===== src/rtl/data_mem_pkg.sv =====
`default_nettype none
// ============================================================================
// Module   : data_mem_pkg
// Purpose  : Shared types and constants for the data memory controller:
//            FSM state encoding, default parameter values and the byte
//            even-parity helper used when DMEM_PARITY_EN is defined.
// Revision : 1.0  initial release
// ============================================================================
package data_mem_pkg;

  localparam int DEF_DATA_W      = 16;
  localparam int DEF_ADDR_W      = 4;
  localparam int DEF_WAIT_STATES = 1;

  typedef enum logic [1:0] {
    ST_CLEAR = 2'd0,
    ST_IDLE  = 2'd1,
    ST_WAIT  = 2'd2,
    ST_DONE  = 2'd3
  } state_t;

  // Even parity: the stored bit makes the total count of ones even.
  function automatic logic byte_parity(input logic [7:0] b);
    return ^b;
  endfunction

endpackage
`default_nettype wire


===== src/rtl/data_mem_array.sv =====
`default_nettype none
// ============================================================================
// Module   : data_mem_array
// Purpose  : Word storage split into byte lanes, one byte-enabled
//            synchronous write port and one asynchronous read port.
//            LANE_W is 8, or 9 when the controller keeps a parity bit.
// Revision : 1.0  initial release
// ============================================================================
module data_mem_array
  import data_mem_pkg::*;
#(
  parameter int ADDR_W = DEF_ADDR_W,
  parameter int NBYTES = DEF_DATA_W / 8,
  parameter int LANE_W = 8
) (
  input  logic                     Clock,
  input  logic                     we,
  input  logic [ADDR_W-1:0]        waddr,
  input  logic [NBYTES-1:0]        wbe,
  input  logic [NBYTES*LANE_W-1:0] wdata,
  input  logic [ADDR_W-1:0]        raddr,
  output logic [NBYTES*LANE_W-1:0] rdata
);

  localparam int DEPTH = 1 << ADDR_W;

  for (genvar i = 0; i < NBYTES; i++) begin : g_lane
    logic [LANE_W-1:0] r_mem [DEPTH];

    // Byte lane write, gated by its own enable.
    always_ff @(posedge Clock) begin
      if (we && wbe[i]) begin
        r_mem[waddr] <= wdata[i*LANE_W +: LANE_W];
      end
    end

    assign rdata[i*LANE_W +: LANE_W] = r_mem[raddr];
  end

endmodule
`default_nettype wire


===== src/rtl/data_mem_ctrl.sv =====
`default_nettype none
// ============================================================================
// Module   : data_mem_ctrl
// Purpose  : Wait-state data memory controller. Clears the array after
//            reset, then serves one byte-enabled read/write per
//            WAIT_STATES+3 cycles with a one-cycle ack and write-through Q.
// Options  : DMEM_PARITY_EN - per-byte even parity, par_flip and parity_err.
// Revision : 1.0  initial release
// ============================================================================
module data_mem_ctrl
  import data_mem_pkg::*;
#(
  parameter int DATA_W      = DEF_DATA_W,
  parameter int ADDR_W      = DEF_ADDR_W,
  parameter int WAIT_STATES = DEF_WAIT_STATES
) (
  input  logic                Clock,
  input  logic                Reset,
  input  logic                req,
  input  logic                wren,
  input  logic [DATA_W/8-1:0] be,
  input  logic [ADDR_W-1:0]   Address,
  input  logic [DATA_W-1:0]   Din,
  output logic                ready,
  output logic                ack,
  output logic [DATA_W-1:0]   Q
`ifdef DMEM_PARITY_EN
  ,
  input  logic                par_flip,
  output logic                parity_err
`endif
);

  localparam int NB = DATA_W / 8;
  localparam int DEPTH = 1 << ADDR_W;
`ifdef DMEM_PARITY_EN
  localparam int LANE_W = 9;
`else
  localparam int LANE_W = 8;
`endif
  localparam logic [ADDR_W-1:0] CLR_LAST  = ADDR_W'(DEPTH - 1);
  localparam logic [2:0]        WCNT_INIT = 3'(WAIT_STATES);

  state_t              r_state, w_next;
  logic [ADDR_W-1:0]   r_clr_cnt;
  logic [2:0]          r_wcnt;
  logic [ADDR_W-1:0]   r_addr;
  logic                r_wren;
  logic [NB-1:0]       r_be;
  logic [DATA_W-1:0]   r_din;
  logic                w_access;
  logic                w_we;
  logic [ADDR_W-1:0]   w_waddr;
  logic [NB-1:0]       w_wbe;
  logic [NB*LANE_W-1:0] w_wdata, w_rdata;
  logic [DATA_W-1:0]   w_cur, w_merged;
`ifdef DMEM_PARITY_EN
  logic                r_flip;
  logic                w_perr;
`endif

  // State register; reset always restarts the clear sweep.
  always_ff @(posedge Clock) begin
    if (Reset) r_state <= ST_CLEAR;
    else       r_state <= w_next;
  end

  // Next-state and state-decoded outputs.
  always_comb begin
    w_next   = r_state;
    ready    = 1'b0;
    w_access = 1'b0;
    case (r_state)
      ST_CLEAR: if (r_clr_cnt == CLR_LAST) w_next = ST_IDLE;
      ST_IDLE: begin
        ready = 1'b1;
        if (req) w_next = ST_WAIT;
      end
      ST_WAIT: begin
        if (r_wcnt == 3'd0) begin
          w_access = 1'b1;
          w_next   = ST_DONE;
        end
      end
      ST_DONE: w_next = ST_IDLE;
      default: w_next = ST_CLEAR;
    endcase
  end

  // Clear counter, wait counter and request capture.
  always_ff @(posedge Clock) begin
    if (Reset) begin
      r_clr_cnt <= '0;
      r_wcnt    <= 3'd0;
    end else begin
      // Wraps back to 0 after the last word, ready for the next reset.
      if (r_state == ST_CLEAR) r_clr_cnt <= r_clr_cnt + 1'b1;
      if (r_state == ST_IDLE && req) begin
        r_addr <= Address;
        r_wren <= wren;
        r_be   <= be;
        r_din  <= Din;
`ifdef DMEM_PARITY_EN
        r_flip <= par_flip;
`endif
        r_wcnt <= WCNT_INIT;
      end else if (r_state == ST_WAIT && r_wcnt != 3'd0) begin
        r_wcnt <= r_wcnt - 1'b1;
      end
    end
  end

  // Lane data: current word, byte merge, write data and parity check.
  always_comb begin
    w_cur    = '0;
    w_merged = '0;
    w_wdata  = '0;
`ifdef DMEM_PARITY_EN
    w_perr   = 1'b0;
`endif
    for (int i = 0; i < NB; i++) begin
      w_cur[8*i +: 8]    = w_rdata[i*LANE_W +: 8];
      w_merged[8*i +: 8] = r_be[i] ? r_din[8*i +: 8] : w_cur[8*i +: 8];
      if (r_state != ST_CLEAR) w_wdata[i*LANE_W +: 8] = r_din[8*i +: 8];
`ifdef DMEM_PARITY_EN
      if (r_state != ST_CLEAR)
        w_wdata[i*LANE_W + 8] = byte_parity(r_din[8*i +: 8]) ^ ((i == 0) && r_flip);
      if (w_rdata[i*LANE_W + 8] != byte_parity(w_cur[8*i +: 8])) w_perr = 1'b1;
`endif
    end
  end

  // A write lands only on the access edge; reset on that edge discards it.
  assign w_we    = !Reset && ((r_state == ST_CLEAR) || (w_access && r_wren));
  assign w_waddr = (r_state == ST_CLEAR) ? r_clr_cnt : r_addr;
  assign w_wbe   = (r_state == ST_CLEAR) ? {NB{1'b1}} : r_be;

  data_mem_array #(
    .ADDR_W (ADDR_W),
    .NBYTES (NB),
    .LANE_W (LANE_W)
  ) u_array (
    .Clock (Clock),
    .we    (w_we),
    .waddr (w_waddr),
    .wbe   (w_wbe),
    .wdata (w_wdata),
    .raddr (r_addr),
    .rdata (w_rdata)
  );

  // Completion pulse and returned data; Q holds between acks.
  always_ff @(posedge Clock) begin
    if (Reset) begin
      ack <= 1'b0;
      Q   <= '0;
`ifdef DMEM_PARITY_EN
      parity_err <= 1'b0;
`endif
    end else begin
      ack <= w_access;
      if (w_access) Q <= r_wren ? w_merged : w_cur;
`ifdef DMEM_PARITY_EN
      parity_err <= w_access && !r_wren && w_perr;
`endif
    end
  end

endmodule
`default_nettype wire


===== config.mk =====
export PLATFORM = sky130hd
export DESIGN_NAME = data_mem_ctrl
export DESIGN_NICKNAME = d
export VERILOG_FILES = /design/src/rtl/data_mem_pkg.sv /design/src/rtl/data_mem_array.sv /design/src/rtl/data_mem_ctrl.sv
export SDC_FILE = /design/constraint.sdc
export NUM_CORES = 1
export LEC_CHECK = 0
export ABC_CLOCK_PERIOD_IN_PS = 5100
export BUFFER_PORTS_ARGS = -buffer_cell sky130_fd_sc_hd__buf_2
export CAP_MARGIN = 0
export CORE_ASPECT_RATIO = 2
export CORE_MARGIN = 5
export CORE_UTILIZATION = 60
export DETAILED_ROUTE_END_ITERATION = 16
export MAX_ROUTING_LAYER = met4
export PLACE_DENSITY = 0.8
export SETUP_SLACK_MARGIN = 0.2
export SYNTH_ARGS = -nofsm -noshare
export SYNTH_HDL_FRONTEND = slang
export SYNTH_HIERARCHICAL = 1
export SYNTH_SLANG_ARGS = --single-unit

===== constraint.sdc =====
create_clock -name Clock -period 5.1 [get_ports Clock]
set_input_delay 0.255 -clock Clock [delete_from_list [all_inputs] [get_ports Clock]]
set_output_delay 0.255 -clock Clock [all_outputs]
set_load 0.05 [all_outputs]

==> flow_summary.toml <==
[floorplanning]
die_height_um = 210.9
dieArea_um2 = 23300
core-area_um2 = 19910
row_count = 73
initial_core_util_pct = 60.83
die_w_um = 110.5
num_io_pins = 44

[setup_path]
r2r_start = "r_state[0]"
cp.arrival_ps = 3790
reg2reg_to = "u_array/g_lane[0].r_mem[15][1]"
crit_path_end = "u_array/g_lane[0].r_mem[15][1]"
cp_data_required_time_ps = 5270
endpoint_kind = "flip-flop"
r2r_cells = 8
ff2ff_setup_slack_ps = 1480
critPathKind = "reg -> reg"
critPathMaxFanout = 33
critical_path.startpoint = "r_state[0]"
critPathLaunchType = "flip-flop"

[global_route]
antenna_found_initial = 0
grt_usage_pct = 26.67
grt_pass1_wl_um = 43470
grt_max_degree = 66
grt_overflow = 0
grt_pass1_vias = 6830

[logic_synthesis]
synthMuxAreaShare_pct = 12.83
synth_warnings = 6
synth_top_family_by_area = "multiplexers"
syn_avg_cell_area_um2 = 18.78
yosysSeqAreaShare_pct = 73.47
synth-edff-count = 279
synthAdderAreaFrac_pct = 0.6198
synthXorXnorAreaFrac_pct = 0.2169
synth_compound_area_share_pct = 4.349
syn_area_um2 = 12110
synthArstFlopShare_pct = 0
post_synth_and_or_nand_nor_area_fraction_pct = 6.198
ys_ff_latch = 305
synth_cell_types = 42
synth_fp_nets = 677
ys.flop_type = "edfxtp_1"
netlist_instances = 645

[power_and_ir_drop]
seq_power_share_pct = 55.3
p_clk_share_pct = 36.4
p_leak_nw = 4.554
p_int_w = 0.004089
p_switching_w = 0.001221
comb_power_share_pct = 8.3
totalPowerFinal_w = 0.005310
powerDensity_nw_per_um2 = 389.6
ir_drop_uv = 386.4
p_sw_share_pct = 22.99

[sta]
fin_crit_sh_pct = 70.91
max_freq_mhz = 276.5
rsz0062_at_grt = "false"
tightest_slew_ps = 1262
finalClockSkew_ps = 15.14
slew_violations = 0
slew_headroom_pct = 15.81
timing.setup.tns_ps = 0
setup_viol = 0
hold_viol_final = 0
period_minus_slack_ps = 3616

[clock_network]
htree_num_levels = 1
clk_latency_ps = 540
clockRootBuffer = "clkbuf_16"
clk_path_buf_depth = 3
cts-buffers-inserted = 26
cts_tree = "yes"
ctsResizeCount = 0
clock_sinks = 305
cts.clk_slew.worst_paths_ps = 70

[placement]
routabilityCongestion = 0.9556
dp_hpwl_um = 19800
portBuffers = 43

[detailed_routing]
ant_nets = 0
num_vias = 6555
drc = 0
dr.pass1.iters = 8
drt_iter0_drc = 696
wirelength_um = 29920
routedWlPerCell_um = 29.86
vias_per_cell = 6.542

[layout]
area_delta_synth_final_pct = 12.54
nets = 753
final_common_cell = "edfxtp_1"
drive_above_1_share_pct = 25.95
final_cell_mix = "edfxtp_1, mux4_2, nor2_1, buf_2, nand2_1"
antenna_cells = 0

[run]
maxCapViolCount = 0

[hold_path]
worstHoldPathType = "in -> reg"

[run_status]
status = "finished clean"
critical path: stages (launching register included):
cell and delay [ps]:
dfxtp_1 330, inv_1 110, ha_1 300, and3b_1 200, buf_4 410, a21oi_1 130, nor2_1 720, nand4_1 380
nor2_1 650
cells in the mapped netlist (3+ instances only):
cell | number | area [µm²]
a22oi_1 | 32 | 240.2
a311oi_1 | 3 | 26.28
a311oi_2 | 13 | 195.2
buf_2 | 13 | 65.06
buf_4 | 5 | 37.54
buf_6 | 5 | 56.30
clkbuf_1 | 10 | 37.54
dfxtp_1 | 26 | 520.5
edfxtp_1 | 279 | 8378
ha_1 | 6 | 75.07
inv_1 | 6 | 22.52
mux2_2 | 4 | 45.04
mux2i_1 | 3 | 30.03
mux4_1 | 10 | 262.8
mux4_2 | 54 | 1216
nand2_1 | 38 | 142.6
nand2b_1 | 5 | 31.28
nand3_1 | 25 | 125.1
nand4_1 | 3 | 18.77
nor2_1 | 44 | 165.2
nor2_2 | 13 | 81.33
nor2b_1 | 21 | 131.4
or2_2 | 4 | 25.02
registers in the layout, indices dropped and copies added (netlist names), 2 cells and up:
signal                cells
r_din                    16
r_wcnt                    3
Q                        16
r_be                      2
r_clr_cnt                 4
r_addr                    4
u_array/g_lane.r_mem    256
r_state                   2
layer usage:
| metal | up-vias | part of all wire (%) | GRT usage, % |
|---|---|---|---|
| li1 | 2732 | - | - |
| met1 | 3325 | 30 | 26.14 |
| met2 | 383 | 56 | 48.53 |
| met3 | 115 | 5.6 | 3.182 |
| met4 | 0 | 8.1 | 18.24 |
| met5 | - | 0 | - |
layout make-up:
class,count,area (µm²)
clock buffer,32,694.4
sequential,305,8899
multi-input combinational,294,2935
fill,1265,6281
inverter,6,22.52
timing repair buffer,88,613.1
clock inverter,15,138.9
tap,262,327.8
repair_timing:
item                                   CTS  global route
setup buffers                            0             0
hold buffers                            24             0
endpoints found under the hold margin   24             0
how the worst min path moves through the flow:
stage               start           end  slack (ps)  cells after the start
5_1_grt             Reset  r_clr_cnt[2]         270                      2
3_3_place_gp      Din[13]     r_din[13]         430                      1
2_1_floorplan  Address[0]     r_addr[0]         350                      0
3_5_place_dp       Din[9]      r_din[9]         430                      1
6_report            Reset  r_clr_cnt[0]         250                      2
4_1_cts             Reset  r_clr_cnt[0]         230                      2
power groups by stage:
stage               registers [W]  logic [W]  clock network, W
detailed placement        0.00299   0.000416                 0
global route              0.00294   0.000466           0.00207
CTS                       0.00293   0.000437           0.00195
global placement          0.00298   0.000404                 0
finish                    0.00294   0.000443           0.00193
floorplan                 0.00296   0.000255                 0
logic make-up after synthesis:
family	count (synthesis)
xor+xnor	3
compound gates	57
mux	71
buf+inv	46
simple gates	157
flops	305
fa+ha+maj	6
per-stage QoR:
stage / std cells / worst slack [ps] / hold WS (ps) / area (µm²) / utilization [%]
floorplan: 645 / 2645 / 353.9 / 12110 / -
global placement: 931 / 1753 / 430.9 / 12560 / 63.06
detailed placement: 931 / 1639 / 433.1 / 12560 / 63.06
CTS: 1002 / 1567 / 227.4 / 13630 / 68.46
global route: 1002 / 1325 / 265.8 / 13630 / 68.46
finish: 1002 / 1484 / 250.1 / 13630 / 68.46
No activity file was read; power rests on OpenSTA's default activity.
